==> config.mk <==
export PLATFORM = sky130hd
export DESIGN_NAME = fetch_ctrl_flat
export DESIGN_NICKNAME = d
export VERILOG_FILES = /design/src/rtl/fetch_ctrl_if.sv /design/src/rtl/fetch_ctrl.sv /design/src/flat_wrapper.sv
export SDC_FILE = /design/constraint.sdc
export NUM_CORES = 1
export LEC_CHECK = 0
export ABC_AREA = 1
export CORE_ASPECT_RATIO = 1.25
export CORE_UTILIZATION = 40
export CTS_CLUSTER_DIAMETER = 150
export DETAILED_ROUTE_END_ITERATION = 6
export GPL_ROUTABILITY_DRIVEN = 0
export HOLD_SLACK_MARGIN = 0.06
export PLACE_DENSITY = 0.72
export SLEW_MARGIN = 0
export SYNTH_ARGS = -nofsm -noshare
export SYNTH_HDL_FRONTEND = slang
export SYNTH_SLANG_ARGS = --single-unit
==> constraint.sdc <==
create_clock -name clk -period 2.2 [get_ports clk]
set_clock_uncertainty 0.05 [all_clocks]
set_input_delay 0.22 -clock clk [delete_from_list [all_inputs] [get_ports clk]]
set_output_delay 0.22 -clock clk [all_outputs]
set_load 0.02 [all_outputs]
==> src/rtl/fetch_ctrl_if.sv <==
// Purpose: bus bundle between the fetch sequencer, the instruction memory
//          and the decoder.
// Signals:
//   read_address   - fetch address to instruction memory (driven by master)
//   instruction_in - memory read data, combinational from read_address
//   instr_out      - registered instruction toward the decoder (master)
//   instr_valid    - instr_out holds an unconsumed instruction (master)
//   instr_ready    - decoder accepts instr_out on valid && ready
// Modports: master = fetch sequencer, slave = memory/decoder side.
interface fetch_ctrl_if #(
  parameter int unsigned ADDR_W  = 4,
  parameter int unsigned INSTR_W = 8
);
  logic [ADDR_W-1:0]  read_address;
  logic [INSTR_W-1:0] instruction_in;
  logic [INSTR_W-1:0] instr_out;
  logic               instr_valid;
  logic               instr_ready;

  modport master (
    output read_address, instr_out, instr_valid,
    input  instruction_in, instr_ready
  );

  modport slave (
    input  read_address, instr_out, instr_valid,
    output instruction_in, instr_ready
  );
endinterface

==> src/rtl/fetch_ctrl.sv <==
// Purpose: instruction-fetch sequencer. Owns the PC, drives the memory
//          address and registers each fetched word into a one-entry
//          valid/ready output stage toward the decoder. Handles start,
//          branch redirect, halt opcode and external stop.
// Ports:
//   clk           - rising-edge clock
//   reset         - synchronous active-low reset
//   start         - pulse, begins fetching at RESET_PC from IDLE or DONE
//   stop          - level, halts further fetches
//   branch_valid  - one-cycle redirect request (FETCH only)
//   branch_target - redirect address
//   busy          - state is FETCH or DRAIN
//   done          - state is DONE
//   bus           - memory address/data and decoder handshake (master)
// Build option: define FETCH_WRAP_EN to let the PC wrap from the last
//   address to 0 and keep fetching; otherwise fetching ends there.
module fetch_ctrl #(
  parameter int unsigned        ADDR_W   = 4,
  parameter int unsigned        INSTR_W  = 8,
  parameter logic [ADDR_W-1:0]  RESET_PC = '0,
  parameter logic [INSTR_W-1:0] HALT_OP  = INSTR_W'(8'hFF)
) (
  input  logic              clk,
  input  logic              reset,
  input  logic              start,
  input  logic              stop,
  input  logic              branch_valid,
  input  logic [ADDR_W-1:0] branch_target,
  output logic              busy,
  output logic              done,
  fetch_ctrl_if.master      bus
);

`ifdef FETCH_WRAP_EN
  localparam bit WRAP_EN = 1'b1;
`else
  localparam bit WRAP_EN = 1'b0;
`endif

  localparam logic [ADDR_W-1:0] PC_LAST = '1;

  typedef enum logic [1:0] {
    S_IDLE,
    S_FETCH,
    S_DRAIN,
    S_DONE
  } state_t;

  state_t             state_q;
  logic [ADDR_W-1:0]  pc_q;
  logic [INSTR_W-1:0] instr_out_q;
  logic               instr_valid_q;
  logic               busy_q;
  logic               done_q;

  logic accept_c;
  logic slot_free_c;
  logic is_halt_c;
  logic stop_at_end_c;

  // Handshake status of the output stage and capture qualifiers.
  assign accept_c      = instr_valid_q && bus.instr_ready;
  assign slot_free_c   = !instr_valid_q || bus.instr_ready;
  assign is_halt_c     = (bus.instruction_in == HALT_OP);
  assign stop_at_end_c = (pc_q == PC_LAST) && !WRAP_EN;

  assign bus.read_address = pc_q;
  assign bus.instr_out    = instr_out_q;
  assign bus.instr_valid  = instr_valid_q;
  assign busy             = busy_q;
  assign done             = done_q;

  // Sequencer: state, PC, output stage and status flags.
  always_ff @(posedge clk) begin
    if (!reset) begin
      state_q       <= S_IDLE;
      pc_q          <= RESET_PC;
      instr_out_q   <= '0;
      instr_valid_q <= 1'b0;
      busy_q        <= 1'b0;
      done_q        <= 1'b0;
    end else begin
      case (state_q)
        S_IDLE: begin
          instr_valid_q <= 1'b0;
          if (start) begin
            state_q <= S_FETCH;
            pc_q    <= RESET_PC;
            busy_q  <= 1'b1;
            done_q  <= 1'b0;
          end
        end
        S_FETCH: begin
          if (branch_valid) begin
            // Pending word is dropped (or already taken this cycle).
            pc_q          <= branch_target;
            instr_valid_q <= 1'b0;
            if (stop) state_q <= S_DRAIN;
          end else if (stop) begin
            if (accept_c) instr_valid_q <= 1'b0;
            state_q <= S_DRAIN;
          end else if (slot_free_c) begin
            instr_out_q   <= bus.instruction_in;
            instr_valid_q <= 1'b1;
            if (is_halt_c || stop_at_end_c) begin
              // Halt word / last address: present it, keep PC, wind down.
              state_q <= S_DRAIN;
            end else begin
              pc_q <= pc_q + ADDR_W'(1);
            end
          end
        end
        S_DRAIN: begin
          if (slot_free_c) begin
            state_q       <= S_DONE;
            instr_valid_q <= 1'b0;
            busy_q        <= 1'b0;
            done_q        <= 1'b1;
          end
        end
        S_DONE: begin
          instr_valid_q <= 1'b0;
          if (start) begin
            state_q <= S_FETCH;
            pc_q    <= RESET_PC;
            busy_q  <= 1'b1;
            done_q  <= 1'b0;
          end
        end
        default: begin
          state_q       <= S_IDLE;
          instr_valid_q <= 1'b0;
          busy_q        <= 1'b0;
          done_q        <= 1'b0;
        end
      endcase
    end
  end

endmodule

==> src/flat_wrapper.sv <==
// flat-port wrapper written by rule: the top's interface ports become plain ports
module fetch_ctrl_flat 
#(
  parameter int unsigned        ADDR_W   = 4,
  parameter int unsigned        INSTR_W  = 8,
  parameter logic [ADDR_W-1:0]  RESET_PC = '0,
  parameter logic [INSTR_W-1:0] HALT_OP  = INSTR_W'(8'hFF)
)
  (clk, reset, start, stop, branch_valid, branch_target, busy, done, bus_read_address, bus_instr_out, bus_instr_valid, bus_instruction_in, bus_instr_ready);
  fetch_ctrl_if #(.ADDR_W(ADDR_W), .INSTR_W(INSTR_W)) bus_i ();
  input  logic clk;
  input  logic reset;
  input  logic start;
  input  logic stop;
  input  logic branch_valid;
  input  logic [ADDR_W-1:0] branch_target;
  output logic busy;
  output logic done;
  output wire logic [$bits(bus_i.read_address)-1:0] bus_read_address;
  output wire logic [$bits(bus_i.instr_out)-1:0] bus_instr_out;
  output wire logic [$bits(bus_i.instr_valid)-1:0] bus_instr_valid;
  input wire logic [$bits(bus_i.instruction_in)-1:0] bus_instruction_in;
  input wire logic [$bits(bus_i.instr_ready)-1:0] bus_instr_ready;
  assign bus_read_address = bus_i.read_address;
  assign bus_instr_out = bus_i.instr_out;
  assign bus_instr_valid = bus_i.instr_valid;
  assign bus_i.instruction_in = bus_instruction_in;
  assign bus_i.instr_ready = bus_instr_ready;
  fetch_ctrl #(.ADDR_W(ADDR_W), .INSTR_W(INSTR_W), .RESET_PC(RESET_PC), .HALT_OP(HALT_OP)) u_core (.clk(clk), .reset(reset), .start(start), .stop(stop), .branch_valid(branch_valid), .branch_target(branch_target), .busy(busy), .done(done), .bus(bus_i));
endmodule
# Yosys cells after proc, flatten, opt, wreduce, memory -nomap -nowiden
# Index checks and enable logic that the tools add are counted.
# Widths: inputs -> output; s select.
# totals
regBits	17
input_bits	18
word_cells	61
output_inout_bits	15
# op_classes
n_addsub	1
n_reduce_logical	13
eq_ne	15
n_mux	24
n_bitwise	2
# ops
cell	n
$mux 4	5
$mux 2	7
$reduce_and 5->1	2
$ne 3x2->1 const B	3
$ne 3x3->1 const B	3
$eq 8x8->1 const B	1
$ne 4x3->1 const B	2
$pmux 4 s2	1
$mux 1	7
$pmux 2 s3	1
$reduce_and 3->1	2
$add 4x1->4 const B	1
$eq 2x2->1 const B	2
$eq 4x4->1 const B	1
$ne 2x1->1 const B	2
$pmux 1 s2	2
$reduce_and 4->1	1
$reduce_bool 2->1	2
$pmux 1 s3	1
$eq 2x1->1 const B	1
$logic_not 2->1	1
$logic_or 1x1->1	2
$not 1->1	2
$reduce_or 2->1	1
other kinds (2)	2

# Longest topological paths before layout
# Gate-level depths: netlist (run 1).
# depth
word_depth	7
ltp_mapped	11
depth_no_buf	11

# Worst setup path after synthesis (run 1)
# No wires, ideal clock.
# synth_timing
kind	register to register
from	register u_core.state_q[0]
to	register u_core.pc_q[2], in the netlist u_core.bus.read_address[2]
path_slack_ns	0.618
setup_time_ns	0.114
arrival_ns	1.418
synth_period_minus_slack_ns	1.582
stages_incl_launch_ff	11
n_path_buf	0
required_ns	2.036
path_cell_list	dfxtp_1 inv_1 ha_1 inv_2 nor2_2 inv_2 o21ai_1 a21oi_4 nand2_4 a21oi_1 nor2_1
# synth_between
elab_chain_cells	4
elab_cells_between_ends	11
cone_classes	eq/ne (6); mux (1); reduce/logical (4)
# synth_rtl
element	line_no	source
start, declared	fetch_ctrl.sv:49	state_t state_q;
start signal, assigned	fetch_ctrl.sv:76	state_q <= S_IDLE;
start signal, assigned	fetch_ctrl.sv:87	state_q <= S_FETCH;
start signal, assigned	fetch_ctrl.sv:98	if (stop) state_q <= S_DRAIN;
$eq 2x2->1 or $logic_not 2->1 (tied branches)	fetch_ctrl.sv:83	case (state_q)
$reduce_or 2->1 (no source line)	n/a	
$ne 2x1->1 (no source line) or $reduce_bool 2->1 (tied branches)	n/a	
$reduce_and 5->1 (no source line)	n/a	
end signal, assigned	fetch_ctrl.sv:96	pc_q <= branch_target;
end signal, assigned	fetch_ctrl.sv:109	pc_q <= pc_q + ADDR_W'(1);
end, declared	fetch_ctrl.sv:50	logic [ADDR_W-1:0] pc_q;
# Several ways; a longest one is shown, not always the timed one.
# A chain may end at the register's enable or synchronous reset.

# Worst setup path in the final report (run 1)
# Ends and elaborated chain as after synthesis.

==> out/qor.yml, run 1 <==
status: "finished clean"
cpMaxStageDelayCell: "dfxtp_1"
worst-path-max-fanout: 5
pre_cts_ws_ns: 0.451
critical_path_arrival_ns: 1.91
synth_seq_cells: 17
die_w_um: 45.2
hold_violations: 0
critPathBufInv: 3
grt_pass1_vias: 901
whs_ns: 0.413
ys_warn_count: 0
rsz0062_at_grt: "no"
synth_area_um2: 935
syn_area_per_cell_um2: 7.03
ant_nets: 0
hold_depth: 2
wl_per_cell_um: 10.5
port_buffers: 32
path_cells: "inv_1 -> ha_1 -> inv_2 -> nor2_2 -> inv_2 -> o21ai_1 -> a21oi_4 -> nand2_4 -> a21oi_1 -> nor2_1"
drive_gt1_share_pct: 10.2
die_area_um2: 2540
critPathKind: "flop to flop"
overflow: 0
leakage_nw: 0.516
clk_path_buf_depth: 2
htreeDepth: 1
cts_resized: 0
synthCells: 133
tns_ns: 0
numCtsBuffers: 3
grt_max_degree: 15
wl_mm: 2.07
synth.lib_cells_used.distinct: 24
setup_violations: 0
drt-pass1-iter-count: 4
hpwl_mm: 1.69
fmax_ghz: 0.564
synth_fp_nets: 155
finalPower_mw: 1.36
vias: 949
drt-initial-drc-count: 13
core-area_um2: 2210
postCtsSetupRepairBufs: 0
die_y_um: 56.0
cts_tree: "yes"
diodes: 0
min_period_ns: 1.77
peakVddDrop_v: 0.000769
initial_core_util_pct: 42.3
clkTransAtPathRegs_ns: 0.10
reg2reg_depth: 10
crit_path_max_incr_delay_ns: 0.40
num_rows: 19
maxCapViolations: 0
cts_sinks: 17
antenna_found_initial: 0
cts_hold_buf: 0
tightest_slew_ns: 0.443
grtUsageTotal_pct: 19.2
grt_pass1_wl_mm: 3.57
setup.worst_path.end_class: "flop"
syn_to_final_growth_pct: 40.3
clk_latency_ns: 0.29
worst_slack_ns: 0.427
crit_required_ns: 2.34
slew_viol_final: 0
drc_errors: 0
root_buffer: "clkbuf_4"
final_nets: 190
ys_seq_area_share_pct: 36.4
fin_crit_sh_pct: 80.6
power_density_nw_per_um2: 1030
io_pins: 33
detail_route.vias_per_cell: 4.79
crit_cells: 10
hp-class: "flop to flop"
maxSlewHeadroom_pct: 70.4
cp-start-kind: "flop"
crit_path_frequent_cell: "inv_2"
crit_family: "compound AO/OA/AOI/OAI gates"
[cell families after synthesis]
logic type / share of synthesized area [%]
buffers and inverters: 5.76
adders and majority gates: 5.35
DFF: 36.4
xor gates and xnor gates: 0.937
and+or+nand+nor: 35.5
AOI/OAI and AO/OA: 16.1
[placed cells by master (no fill, tap or decap), types with 2 or more instances in the layout]
master / count
inv_1: 9
inv_2: 3
ha_1: 4
a211oi_1: 2
nor2_4: 2
a21oi_2: 2
o21ai_0: 3
clkdlybuf4s50_1: 32
nor2_1: 14
dfxtp_1: 17
clkbuf_4: 3
nand2_2: 2
nand2_1: 35
nand3_1: 14
a21oi_1: 13
nor2_2: 3
[routing by layer]
layer / global-route usage (%) / up-vias / routed length, um
met5: 0 / - / 0
met4: 11.3 / 0 / 61
met3: 4.55 / 6 / 106
met2: 32.9 / 31 / 1060
met1: 20.1 / 409 / 846
li1: - / 503 / -
[Yosys cell counts]
library cell	n	area [um2]
o2111ai_1	1	8.76
nand3b_1	1	7.51
nand3_1	14	70.1
clkbuf_1	1	3.75
o21ai_1	1	5.00
a211oi_1	2	15.0
xor2_1	1	8.76
inv_1	9	33.8
nand2_1	35	131
nor2_1	14	52.6
a21oi_4	1	16.3
a21oi_1	13	65.1
a21oi_2	2	17.5
inv_2	3	11.3
nand2_4	1	11.3
nor3_1	1	5.00
nor2_4	2	22.5
nor2_2	3	18.8
ha_1	4	50.1
o21ai_0	3	15.0
dfxtp_1	17	340
nand2_2	2	12.5
buf_2	1	5.00
o211ai_1	1	7.51
[sequential cells by signal, indices dropped and copies added, names as in the netlist]
name	flops
u_core.done	1
u_core.bus.instr_out	8
u_core.bus.read_address	4
u_core.state_q	2
u_core.busy	1
u_core.bus.instr_valid	1
[layout make-up]
class / count / area (um2)
Fill cell: 222 / 900
Multi-Input combinational cell: 102 / 541
Sequential cell: 17 / 340
Timing Repair Buffer: 32 / 320
Inverter: 12 / 45.0
Tap cell: 31 / 38.8
Clock buffer: 4 / 26.3
[metrics by stage]
stage          std cells  area, um2  utilization [%]
6_report             198       1310             59.3
5_1_grt              198       1310             59.3
4_1_cts              198       1310             59.3
3_5_place_dp         194       1280             58.1
3_3_place_gp         194       1280             58.1
2_1_floorplan        133        935                -
[report_power, final]
group	switching, mW	internal, mW
Sequential	0.0645	0.380
Clock	0.0956	0.0706
Combinational	0.429	0.316
[worst min-delay path, cell delays in order, from the launching register on]
cell and delay [ns]:
dfxtp_1 0.32, nand2_1 0.06, a21oi_1 0.05
[path summary, 6_finish.rpt]
path                                                            from                                 endpoint  slack, ns
worst min register to register  u_core.bus.instr_out[4]$_SDFFE_PN0P_     u_core.bus.instr_out[4]$_SDFFE_PN0P_       0.41
worst max register to register        u_core.state_q[0]$_SDFFE_PN0P_  u_core.bus.read_address[2]$_SDFFE_PN0P_       0.43
worst max-delay path                  u_core.state_q[0]$_SDFFE_PN0P_  u_core.bus.read_address[2]$_SDFFE_PN0P_       0.43
worst min-delay path            u_core.bus.instr_out[4]$_SDFFE_PN0P_     u_core.bus.instr_out[4]$_SDFFE_PN0P_       0.41
No activity file was read; power rests on OpenSTA's default activity.
==> run 2, diff against run 1 <==
--- a/config.mk
+++ b/config.mk
@@ -7,12 +7,12 @@
 export LEC_CHECK = 0
 export ABC_AREA = 1
 export CORE_ASPECT_RATIO = 1.25
-export CORE_UTILIZATION = 40
+export CORE_UTILIZATION = 39
 export CTS_CLUSTER_DIAMETER = 150
 export DETAILED_ROUTE_END_ITERATION = 6
 export GPL_ROUTABILITY_DRIVEN = 0
 export HOLD_SLACK_MARGIN = 0.06
-export PLACE_DENSITY = 0.72
+export PLACE_DENSITY = 0.74
 export SLEW_MARGIN = 0
 export SYNTH_ARGS = -nofsm -noshare
 export SYNTH_HDL_FRONTEND = slang
==> constraint.sdc (replaced) <==
create_clock -name clk -period 1.6 [get_ports clk]
set_clock_uncertainty 0.05 [all_clocks]
set_input_delay 0.16 -clock clk [delete_from_list [all_inputs] [get_ports clk]]
set_output_delay 0.16 -clock clk [all_outputs]
set_load 0.02 [all_outputs]
==> run 2 against run 1 <==
Compared with the run above: clock power increased by 43%; sequential share of layout area decreased by 1.2 points; global-route usage increased by 0.85 points; register-to-register slack got worse by 0.38 ns; cell count increased by 3.0%; maximum frequency increased by 14%; critical path type unchanged; highest routed layer unchanged.
==> out/qor.yml, run 2 (same netlist as run 1, synthesis figures left out) <==
tightest_slew_ns: 0.455  # +0.0119 ns
clkTransAtPathRegs_ns: 0.11  # about the same
fin_crit_sh_pct: 97.0  # +16 points
worst-path-max-fanout: 5  # unchanged
cts_tree: "yes"
critPathKind: "flop to flop"
num_rows: 19  # unchanged
cp-start-kind: "flop"
die_w_um: 45.8  # +1.2%
use_met1_pct: 25.4  # +5.3 points
critical_path_arrival_ns: 1.73  # -0.18 ns
clk_latency_ns: 0.29  # about the same
switching_power_mw: 0.898  # +52%
final_nets: 196  # +3.2%
grt_util_met2_pct: 32.9  # -0.062 points
drt-pass1-iter-count: 4  # unchanged
antenna_found_initial: 0  # unchanged
pwr-share-clk_pct: 11.6  # -0.7 points
hp-class: "flop to flop"
seqCellArea_um2: 343  # +0.74%
leakage_nw: 0.617  # +20%
busiest_layer: "met2"
final_common_cell: "nand2_1"
setup_violations: 0  # unchanged
final_cell_mix: "35 x nand2_1, 28 x clkdlybuf4s50_1, 15 x dfxtp_1, 14 x nor2_1, 14 x nand3_1"
maxSlewHeadroom_pct: 69.6  # -0.79 points
detail_route.vias_per_cell: 4.94  # +3.0%
slew_viol_final: 0  # unchanged
drc_errors: 0  # unchanged
power_frac_comb_pct: 57.8  # +2.8 points
cts_hold_buf: 0  # unchanged
grt_pass1_vias: 873  # -3.1%
place_area_um2: 1330  # +3.5%
status: "finished clean"
port_buffers: 32  # unchanged
maxCapViolations: 0  # unchanged
ant_nets: 0  # unchanged
htreeDepth: 1  # unchanged
internal-power_mw: 1.14  # +49%
seqPwrFrac_pct: 30.5  # -2.3 points
diodes: 0  # unchanged
die_y_um: 56.7  # +1.2%
power_density_nw_per_um2: 1470  # +42%
drt-initial-drc-count: 43  # +30
clk_path_buf_depth: 2  # unchanged
wl_per_cell_um: 11.8  # +12%
wl_mm: 2.40  # +16%
grtUsageTotal_pct: 20.0  # +0.85 points
min_period_ns: 1.55  # -0.221 ns
largest_reg_flops: 8  # unchanged
syn_to_final_growth_pct: 48.3
initial_core_util_pct: 41.8  # -0.45 points
grt.met3_usage_pct: 3.86  # -0.69 points
stdcell_area_um2: 1390  # +5.7%
core-area_um2: 2230  # +1.1%
cts_sinks: 17  # unchanged
hold_violations: 0  # unchanged
fmax_ghz: 0.644  # +14%
io_pins: 33  # unchanged
crit_required_ns: 1.78  # -0.56 ns
peakVddDrop_v: 0.00106  # +37%
fillers: 222  # unchanged
multi_input_area_um2: 557  # +3.0%
postCtsSetupRepairBufs: 0  # unchanged
drive_gt1_share_pct: 16.2  # +6.0 points
die_area_um2: 2600  # +2.5%
overflow: 0  # unchanged
rrSetupSlack_ns: 0.05  # -0.38 ns
grt_pass1_wl_mm: 3.78  # +6.0%
finalPower_mw: 2.04  # +50%
grt_max_degree: 15  # unchanged
vias: 1007  # +6.1%
root_buffer: "clkbuf_4"
hpwl_mm: 1.80  # +6.7%
numCtsBuffers: 3  # unchanged
setup.worst_path.end_class: "flop"
swShare_pct: 44.0  # +0.56 points
run 2: cell types whose count changed in the layout (fill, tap and decap cells not counted), sizes merged:
cell / delta
clkdlybuf4s50: -4
clkbuf: -1
dlymetal6s2s: +4
buf: +6
clkinv: +1
run 2: power by group through the flow:
stage,Combinational [mW],Sequential [mW],Clock (mW)
6_report,1.18,0.623,0.237
5_1_grt,1.29,0.632,0.269
4_1_cts,1.14,0.615,0.241
3_5_place_dp,1.10,0.618,0
3_3_place_gp,1.07,0.614,0
2_1_floorplan,0.639,0.694,0
run 2: critical path: stages, from the launching register on:
cell     delay, ns
dfxtp_2       0.34
buf_4         0.14
ha_1          0.25
inv_1         0.13
nor2_2        0.07
a21oi_4       0.21
nand3_1       0.15
a21oi_2       0.16
run 2: layout make-up:
cell class	count	area share, %
clock inverter	1	0.361
clock buffer	3	1.62
tap	31	2.80
timing repair buffer	38	27.1
inverter	12	3.25
sequential	17	24.7
multi-input combinational	102	40.2
run 2: worst paths after layout:
check | startpoint | end | cells after the start
max reg2reg | u_core.state_q[0]$_SDFFE_PN0P_ | u_core.bus.read_address[1]$_SDFFE_PN0P_ | 7
min | u_core.bus.instr_out[0]$_SDFFE_PN0P_ | u_core.bus.instr_out[0]$_SDFFE_PN0P_ | 2
min reg2reg | u_core.bus.instr_out[0]$_SDFFE_PN0P_ | u_core.bus.instr_out[0]$_SDFFE_PN0P_ | 2
max | u_core.state_q[0]$_SDFFE_PN0P_ | u_core.bus.read_address[1]$_SDFFE_PN0P_ | 7
run 2: repair_timing:
action,4_1_cts,5_1_grt
resized for setup,1,7
endpoints found under the setup margin,3,8
pin swaps,0,1
run 2: stage by stage:
stage | hold slack (ns) | setup WS (ns) | setup TNS (ns) | util (%) | cells
6_report | 0.417 | 0.0480 | 0 | 62.0 | 204
5_1_grt | 0.438 | -0.0218 | -0.0599 | 62.0 | 204
4_1_cts | 0.419 | 0.0126 | 0 | 61.3 | 204
3_5_place_dp | 0.403 | -0.0330 | -0.0780 | 59.5 | 200
3_3_place_gp | 0.398 | 0.0542 | 0 | 59.5 | 200
2_1_floorplan | 0.231 | 0.0180 | 0 | - | 133
run 2: routing by layer:
metal,vias up,wire length (um)
met2,45,1230
met1,442,983
met4,0,23
li1,517,-
met3,3,164
met5,-,0
